## src/rtl/multi_cycle_control_unit_if.sv

```systemverilog
// Control/status bundle between the multi-cycle control unit (master) and the
// RV32I datapath (slave).
interface multi_cycle_control_unit_if;
    logic [6:0] opcode;
    logic       bcond;
    logic       halt_req;
    logic       mem_ready;
    logic       pc_write;
    logic       i_or_d;
    logic       mem_read;
    logic       mem_write;
    logic       ir_write;
    logic       mem_to_reg;
    logic       reg_write;
    logic       alu_src_a;
    logic [1:0] alu_src_b;
    logic [1:0] alu_op;
    logic       alu_out_write;
    logic       pc_source;
    logic       is_halted;

    modport master (
        input  opcode, bcond, halt_req, mem_ready,
        output pc_write, i_or_d, mem_read, mem_write, ir_write, mem_to_reg,
               reg_write, alu_src_a, alu_src_b, alu_op, alu_out_write,
               pc_source, is_halted
    );

    modport slave (
        output opcode, bcond, halt_req, mem_ready,
        input  pc_write, i_or_d, mem_read, mem_write, ir_write, mem_to_reg,
               reg_write, alu_src_a, alu_src_b, alu_op, alu_out_write,
               pc_source, is_halted
    );
endinterface

```

## src/rtl/multi_cycle_control_unit.sv

```systemverilog
// Sequencer for the multi-cycle RV32I datapath: one micro-step per clock,
// stalls on mem_ready for fetch/load/store, halts on qualified ECALL.
module multi_cycle_control_unit (
    input logic                         clk,
    input logic                         reset_n,
    multi_cycle_control_unit_if.master  bus
);
    localparam logic [6:0] OP_R    = 7'b0110011;
    localparam logic [6:0] OP_I    = 7'b0010011;
    localparam logic [6:0] OP_LD   = 7'b0000011;
    localparam logic [6:0] OP_ST   = 7'b0100011;
    localparam logic [6:0] OP_BR   = 7'b1100011;
    localparam logic [6:0] OP_JAL  = 7'b1101111;
    localparam logic [6:0] OP_JALR = 7'b1100111;
    localparam logic [6:0] OP_SYS  = 7'b1110011;

    localparam logic [3:0] S_IF      = 4'd0;
    localparam logic [3:0] S_ID      = 4'd1;
    localparam logic [3:0] S_PC_INC  = 4'd2;
    localparam logic [3:0] S_EX_ALU  = 4'd3;
    localparam logic [3:0] S_WB_ALU  = 4'd4;
    localparam logic [3:0] S_EX_ADDR = 4'd5;
    localparam logic [3:0] S_MEM_LD  = 4'd6;
    localparam logic [3:0] S_WB_LD   = 4'd7;
    localparam logic [3:0] S_MEM_ST  = 4'd8;
    localparam logic [3:0] S_EX_BR   = 4'd9;
    localparam logic [3:0] S_BR_TAKE = 4'd10;
    localparam logic [3:0] S_EX_J    = 4'd11;
    localparam logic [3:0] S_EX_JR   = 4'd12;
    localparam logic [3:0] S_HALT    = 4'd13;

    localparam logic [1:0] ALU_ADD   = 2'd0;
    localparam logic [1:0] ALU_BR    = 2'd1;
    localparam logic [1:0] ALU_FUNCT = 2'd2;

    logic [3:0] state_q, state_d;

    always_ff @(posedge clk or negedge reset_n) begin
        if (!reset_n) state_q <= S_IF;
        else          state_q <= state_d;
    end

    // Outputs are forced low combinationally while reset is asserted, since
    // the reset state (IF) would otherwise raise mem_read immediately.
    always_comb begin
        state_d           = state_q;
        bus.pc_write      = 1'b0;
        bus.i_or_d        = 1'b0;
        bus.mem_read      = 1'b0;
        bus.mem_write     = 1'b0;
        bus.ir_write      = 1'b0;
        bus.mem_to_reg    = 1'b0;
        bus.reg_write     = 1'b0;
        bus.alu_src_a     = 1'b0;
        bus.alu_src_b     = 2'd0;
        bus.alu_op        = ALU_ADD;
        bus.alu_out_write = 1'b0;
        bus.pc_source     = 1'b0;
        bus.is_halted     = 1'b0;
        if (reset_n) begin
            case (state_q)
                S_IF: begin
                    bus.mem_read = 1'b1;
                    bus.ir_write = bus.mem_ready;
                    if (bus.mem_ready) state_d = S_ID;
                end
                S_ID: begin
                    bus.alu_src_b     = 2'd1;
                    bus.alu_out_write = 1'b1;
                    case (bus.opcode)
                        OP_R, OP_I:    state_d = S_EX_ALU;
                        OP_LD, OP_ST:  state_d = S_EX_ADDR;
                        OP_BR:         state_d = S_EX_BR;
                        OP_JAL:        state_d = S_EX_J;
                        OP_JALR:       state_d = S_EX_JR;
                        OP_SYS:        state_d = bus.halt_req ? S_HALT : S_PC_INC;
                        default:       state_d = S_PC_INC;
                    endcase
                end
                S_PC_INC: begin
                    bus.pc_write  = 1'b1;
                    bus.pc_source = 1'b1;
                    state_d       = S_IF;
                end
                S_EX_ALU: begin
                    bus.alu_src_a     = 1'b1;
                    bus.alu_src_b     = (bus.opcode == OP_I) ? 2'd2 : 2'd0;
                    bus.alu_op        = ALU_FUNCT;
                    bus.alu_out_write = 1'b1;
                    state_d           = S_WB_ALU;
                end
                S_WB_ALU, S_WB_LD: begin
                    bus.reg_write  = 1'b1;
                    bus.mem_to_reg = (state_q == S_WB_LD);
                    bus.alu_src_b  = 2'd1;
                    bus.pc_write   = 1'b1;
                    state_d        = S_IF;
                end
                S_EX_ADDR: begin
                    bus.alu_src_a     = 1'b1;
                    bus.alu_src_b     = 2'd2;
                    bus.alu_out_write = 1'b1;
                    state_d           = (bus.opcode == OP_ST) ? S_MEM_ST : S_MEM_LD;
                end
                S_MEM_LD: begin
                    bus.i_or_d   = 1'b1;
                    bus.mem_read = 1'b1;
                    if (bus.mem_ready) state_d = S_WB_LD;
                end
                S_MEM_ST: begin
                    // PC+4 selects are held for the whole wait; only the write strobes on ready
                    bus.i_or_d    = 1'b1;
                    bus.mem_write = 1'b1;
                    bus.alu_src_b = 2'd1;
                    bus.pc_write  = bus.mem_ready;
                    if (bus.mem_ready) state_d = S_IF;
                end
                S_EX_BR: begin
                    bus.alu_src_a = 1'b1;
                    bus.alu_op    = ALU_BR;
                    bus.pc_write  = ~bus.bcond;
                    bus.pc_source = ~bus.bcond;
                    state_d       = bus.bcond ? S_BR_TAKE : S_IF;
                end
                S_BR_TAKE: begin
                    bus.alu_src_b = 2'd2;
                    bus.pc_write  = 1'b1;
                    state_d       = S_IF;
                end
                S_EX_J, S_EX_JR: begin
                    bus.reg_write = 1'b1;
                    bus.alu_src_a = (state_q == S_EX_JR);
                    bus.alu_src_b = 2'd2;
                    bus.pc_write  = 1'b1;
                    state_d       = S_IF;
                end
                S_HALT: begin
                    bus.is_halted = 1'b1;
                end
                default: state_d = S_IF;
            endcase
        end
    end
endmodule

```

## src/flat_wrapper.sv

```systemverilog
// flat-port wrapper written by rule: the top's interface ports become plain ports
module multi_cycle_control_unit_flat 
  (clk, reset_n, bus_opcode, bus_bcond, bus_halt_req, bus_mem_ready, bus_pc_write, bus_i_or_d, bus_mem_read, bus_mem_write, bus_ir_write, bus_mem_to_reg, bus_reg_write, bus_alu_src_a, bus_alu_src_b, bus_alu_op, bus_alu_out_write, bus_pc_source, bus_is_halted);
  multi_cycle_control_unit_if bus_i ();
  input logic clk;
  input logic reset_n;
  input wire logic [$bits(bus_i.opcode)-1:0] bus_opcode;
  input wire logic [$bits(bus_i.bcond)-1:0] bus_bcond;
  input wire logic [$bits(bus_i.halt_req)-1:0] bus_halt_req;
  input wire logic [$bits(bus_i.mem_ready)-1:0] bus_mem_ready;
  output wire logic [$bits(bus_i.pc_write)-1:0] bus_pc_write;
  output wire logic [$bits(bus_i.i_or_d)-1:0] bus_i_or_d;
  output wire logic [$bits(bus_i.mem_read)-1:0] bus_mem_read;
  output wire logic [$bits(bus_i.mem_write)-1:0] bus_mem_write;
  output wire logic [$bits(bus_i.ir_write)-1:0] bus_ir_write;
  output wire logic [$bits(bus_i.mem_to_reg)-1:0] bus_mem_to_reg;
  output wire logic [$bits(bus_i.reg_write)-1:0] bus_reg_write;
  output wire logic [$bits(bus_i.alu_src_a)-1:0] bus_alu_src_a;
  output wire logic [$bits(bus_i.alu_src_b)-1:0] bus_alu_src_b;
  output wire logic [$bits(bus_i.alu_op)-1:0] bus_alu_op;
  output wire logic [$bits(bus_i.alu_out_write)-1:0] bus_alu_out_write;
  output wire logic [$bits(bus_i.pc_source)-1:0] bus_pc_source;
  output wire logic [$bits(bus_i.is_halted)-1:0] bus_is_halted;
  assign bus_i.opcode = bus_opcode;
  assign bus_i.bcond = bus_bcond;
  assign bus_i.halt_req = bus_halt_req;
  assign bus_i.mem_ready = bus_mem_ready;
  assign bus_pc_write = bus_i.pc_write;
  assign bus_i_or_d = bus_i.i_or_d;
  assign bus_mem_read = bus_i.mem_read;
  assign bus_mem_write = bus_i.mem_write;
  assign bus_ir_write = bus_i.ir_write;
  assign bus_mem_to_reg = bus_i.mem_to_reg;
  assign bus_reg_write = bus_i.reg_write;
  assign bus_alu_src_a = bus_i.alu_src_a;
  assign bus_alu_src_b = bus_i.alu_src_b;
  assign bus_alu_op = bus_i.alu_op;
  assign bus_alu_out_write = bus_i.alu_out_write;
  assign bus_pc_source = bus_i.pc_source;
  assign bus_is_halted = bus_i.is_halted;
  multi_cycle_control_unit u_core (.clk(clk), .reset_n(reset_n), .bus(bus_i));
endmodule
```

## config.mk

```make
export PLATFORM = sky130hd
export DESIGN_NAME = multi_cycle_control_unit_flat
export DESIGN_NICKNAME = d
export VERILOG_FILES = /design/src/rtl/multi_cycle_control_unit_if.sv /design/src/rtl/multi_cycle_control_unit.sv /design/src/flat_wrapper.sv
export SDC_FILE = /design/constraint.sdc
export NUM_CORES = 1
export LEC_CHECK = 0
export CAP_MARGIN = 5
export CORE_ASPECT_RATIO = 1.1
export CORE_MARGIN = 10
export CORE_UTILIZATION = 40
export DETAILED_ROUTE_END_ITERATION = 12
export DONT_BUFFER_PORTS = 1
export HOLD_SLACK_MARGIN = 0.08
export SLEW_MARGIN = 20
export SYNTH_ARGS = -nofsm -noshare
export SYNTH_HDL_FRONTEND = slang
export SYNTH_SLANG_ARGS = --single-unit
export TNS_END_PERCENT = 20
```

## constraint.sdc

```tcl
create_clock -name clk -period 1.5 [get_ports clk]
set_clock_uncertainty 0.05 [all_clocks]
set_input_delay 0.225 -clock clk [delete_from_list [all_inputs] [get_ports clk]]
set_output_delay 0.225 -clock clk [all_outputs]
set_load 0.02 [all_outputs]
```

# Yosys cells after proc, flatten, opt, wreduce, memory -nomap -nowiden
# Cells that the tools add are included.
# Widths: inputs -> output; s select.
totals:
  word_cells: 76
  in_bits: 12
  out_inout_bits: 15
  register_bits: 4
classes:
  bitwise_logic: 2
  n_mux: 35
  n_eq_ne: 24
  n_reduce_logical: 14
ops:
  columns: ["op", "count"]
  rows:
  - ["$pmux 4 s8", 1]
  - ["$eq 7x7->1 const B", 4]
  - ["$eq 4x4->1 const B", 6]
  - ["$mux 4", 6]
  - ["$pmux 4 s6", 1]
  - ["$mux 1", 19]
  - ["$eq 4x3->1 const B", 4]
  - ["$eq 7x6->1 const B", 2]
  - ["$reduce_or 2->1", 6]
  - ["$reduce_or 4->1", 3]
  - ["$eq 4x2->1 const B", 2]
  - ["$eq 7x2->1 const B", 1]
  - ["$eq 7x5->1 const B", 1]
  - ["$mux 2", 3]
  - ["$ne 2x2->1 const B", 3]
  - ["$pmux 2 s3", 1]
  - ["$reduce_or 3->1", 2]
  - ["$reduce_or 6->1", 1]
  - ["$reduce_and 5->1", 1]
  - ["$eq 4x1->1 const B", 1]
  - ["$logic_not 4->1", 1]
  - ["$pmux 1 s2", 2]
  - ["$pmux 2 s2", 1]
  - ["$pmux 1 s3", 1]
  - ["$not 1->1", 2]

# Logic depth before layout (Yosys ltp)
depth:
  depth_word: 4
  mapped_depth: 7
  depth_no_buf: 5

# Least setup slack after synthesis
# Ideal clock, no wire load.
synth_timing:
  path_kind: "reg2out"
  from: "register u_core.state_q[2]"
  to: "output bus_ir_write"
  arrival_time_ns: 1.502
  required_time_ns: 1.225
  setup_slack_ns: -0.277
  stages_incl_launch_ff: 5
  path_buffers: 2
  path_cell_list: "dfrtp_1 > buf_6 > or2_1 > buf_6 > nor4_1"
synth_via:
  elab_chain_len: 3
synth_rtl:
  columns: ["item", "line_no", "source"]
  rows:
  - ["start: declaration", "multi_cycle_control_unit.sv:36", "logic [3:0] state_q, state_d;"]
  - ["start signal: assignment", "multi_cycle_control_unit.sv:40", "else state_q <= state_d;"]
  - ["$logic_not 4->1", "multi_cycle_control_unit.sv:61", "case (state_q)"]
  - ["$mux 1", "multi_cycle_control_unit.sv:61", null]
  - ["$mux 1", "multi_cycle_control_unit.sv:60", "if (reset_n) begin"]
  - ["end: declaration", "flat_wrapper.sv:15", "output wire logic [$bits(bus_i.ir_write)-1:0] bus_ir_write;"]
# Every way passes these cells.

# Worst setup path after layout
layout_timing:
  from: "register u_core.state_q[2]"
  to: "output bus_alu_src_b[1]"
layout_via:
  elab_chain_len: 4
  elab_cells_between_ends: 13
  classes_between: "9 x eq/ne; 2 x mux; 2 x reduce/logical"
layout_rtl:
  columns: ["item", "line_no", "source"]
  rows:
  - ["$eq 4x4->1, or another cell as far along", "multi_cycle_control_unit.sv:61", null]
  - ["$reduce_or 4->1 (no line)", null, null]
  - ["$pmux 2 s3 (*)", "multi_cycle_control_unit.sv:61", null]
  - ["$mux 2 (*)", "multi_cycle_control_unit.sv:60", null]
  - ["end: declaration", "flat_wrapper.sv:19", "output wire logic [$bits(bus_i.alu_src_b)-1:0] bus_alu_src_b;"]
# Mark *: on every way between the ends. The rest lies on a longest branch, timed or not.

==> out/metrics.cfg <==
[layout]
final_common_cell = buf_4
finalNonFillerCells = 206
largest_reg_flops = 4
nets = 190
drive_above_1_share = 0.489
reg_top3 = u_core.state_q x4
top_register = u_core.state_q
area_growth_pct = 59.8
antenna_cells = 0
final_cell_mix = 31 x buf_4, 12 x nand2_1, 12 x nor2_1, 11 x buf_6, 10 x a21oi_1

[critical_path]
crit_path_max_fanout = 6
cp-endpoint = bus_alu_src_b[1]
slowest_stage = dfrtp_2
crit_cells = 5
path_class = flop to output port
critical_path_required_ps = 1220
endpoint_kind = output port
regToRegStartpoint = u_core.state_q[2]$_DFFE_PN0P_
worst_ep_arrival_time_ps = 1500
timing.rr.end = u_core.state_q[2]$_DFFE_PN0P_
cp_top_family = simple AND/OR/NAND/NOR gates
reg2reg_slack_ps = -30
critPathBufInv = 0
crit_start = u_core.state_q[2]$_DFFE_PN0P_
start_kind = flop
cpPeakStageDelay_ps = 440
path_cells = and2b_1, nand4b_1, o32ai_2, a22oi_2, nor2b_4
r2r_cells = 7

[grt]
antenna_found_initial = 0
grt_max_degree = 26
overflow = 0
grt_usage = 0.151
grt_pass1_vias = 1194
grt_pass1_wl_mm = 5.69

[timing]
rsz0062_at_grt = true
clock.fmax_ghz = 0.564
slew_viol_final = 0
period_needed_ps = 1770
fin_crit_sh = 1.18
fin_hold_ws_ps = 143
finalHoldViolations = 0
tightest_slew_ps = 276
slew_headroom = 0.814
worst_slack_ps = -273
setup_viol = 17

[logic_synthesis]
syn_area_um2 = 906
synthTopCellsByArea = dfrtp_1 11%, o21ai_0 7.2%, nor2_1 7.0%
synth-main-ff-cell = dfrtp_1
syn_nets = 155
synth-edff-count = 0
synthDistinctLibCells = 44
yosysWarnings = 0
ys_ff_latch = 4
yosys.area.top_type_share = 0.110
synth_cells = 143
synth_seq_area_share = 0.110
ys_async_sr_fraction = 1.00
synth_area_leader_cell = dfrtp_1
syn_avg_cell_area_um2 = 6.33

[placed_design]
place_inst = 195
dp_hpwl_mm = 2.48
gp_congestion = 0.898
io_buffers = 0

[drt]
dr.pass1.iters = 4
drc = 0
drtAntennaViolNets = 0
vias = 1219
totalWireLength_mm = 3.49
avgViaCountPerCell = 5.92
first_iter_violations = 72
wire_per_inst_um = 17.0

[job]
max_cap_violations = 0

[die]
core_um2 = 2210
ioPinCount = 27
die_area_um2 = 4570
die_w_um = 65.4
die_y_um = 69.9
start_util = 0.410
rows = 18

[cts]
cts_inserted_buffers = 3
cts_root_buffer = clkbuf_4
cts_tree = built
htreeDepth = 1
clockBufferDepth = 2
cts.sinks = 4
clkTransAtPathRegs_ps = 40
insertion_delay_ps = 240

[power_and_ir_drop]
ir_drop_uv = 652
power_density_nw_per_um2 = 1390
p_leak_nw = 0.602
total_power_mw = 2.01

[outcome]
violations = setup timing
status = finished with violations

[hold_path]
hp-class = input port to flop

-- synthesized netlist by cell type, types with 2 or more instances --
library cell / count
a211oi_1: 2
a21o_1: 2
a21oi_1: 11
a221oi_1: 2
a22oi_1: 2
a31oi_1: 3
and3_1: 4
buf_2: 10
buf_6: 2
clkbuf_1: 2
dfrtp_1: 4
inv_1: 4
nand2_1: 16
nand2b_1: 4
nand3_1: 3
nand4b_1: 2
nor2_1: 17
nor2b_1: 6
nor3_1: 5
nor4_1: 3
o21a_1: 2
o21ai_0: 13
o31ai_1: 3
-- metal layers --
| layer | global-route usage | wire length, um | vias up |
|---|---|---|---|
| met5 | 0 | 0 | - |
| met4 | 0.0810 | 59 | 0 |
| met3 | 0.0383 | 300 | 6 |
| met2 | 0.243 | 1740 | 55 |
| met1 | 0.177 | 1400 | 564 |
| li1 | - | - | 594 |
-- worst reg2reg max path, stage by stage, from the launching register on --
cell and delay (ps):
dfrtp_2 440, buf_4 150, buf_4 160, nor3b_2 150, a21oi_1 110, nor3_1 60, a21oi_1 170, a31oi_1 120
-- report_power, final --
group / leakage (nW) / switching [mW] / internal (mW)
Combinational: 0.540 / 0.820 / 0.826
Sequential: 0.0473 / 0.0776 / 0.146
Clock: 0.0138 / 0.0476 / 0.0897
-- stage by stage --
stage          setup WS, ps  setup TNS, ps   util  instance area [um2]
3_3_place_gp          -93.8           -390  0.531                 1170
5_1_grt                -344          -4030  0.656                 1450
4_1_cts                -247          -2560  0.629                 1390
2_1_floorplan         -86.0           -303      -                  931
3_5_place_dp           -125           -767  0.531                 1170
6_report               -273          -2600  0.656                 1450
-- kinds of logic after synthesis --
| family | Yosys count | share of synthesized area |
|---|---|---|
| compound gates | 49 | 0.349 |
| xor+xnor | 1 | 0.00967 |
| buf+inv | 19 | 0.109 |
| flops | 4 | 0.111 |
| simple gates | 70 | 0.421 |
-- timing repair --
action,CTS,global route
hold endpoints to repair,4,0
pin swaps,16,4
setup buffers,7,0
setup endpoints to repair,19,19
gates resized for setup,46,14
hold buffers,1,0
-- how the worst min path moves through the flow --
stage | slack [ps] | cells past startpoint | startpoint | endpoint
4_1_cts | 140 | 2 | reset_n | u_core.state_q[3]$_DFFE_PN0P_
6_report | 140 | 2 | reset_n | u_core.state_q[3]$_DFFE_PN0P_
3_5_place_dp | -120 | 0 | reset_n | u_core.state_q[2]$_DFFE_PN0P_
2_1_floorplan | -120 | 0 | reset_n | u_core.state_q[0]$_DFFE_PN0P_
5_1_grt | 180 | 2 | reset_n | u_core.state_q[3]$_DFFE_PN0P_
3_3_place_gp | -120 | 0 | reset_n | u_core.state_q[2]$_DFFE_PN0P_
-- cell type report --
type | instances | area [um2]
fill | 201 | 759
timing repair buffer | 44 | 387
clock buffer | 3 | 22.5
multi-input combinational | 120 | 875
sequential | 4 | 105
tap | 30 | 37.5
inverter | 5 | 21.3
No activity file was read; power rests on OpenSTA's default activity.
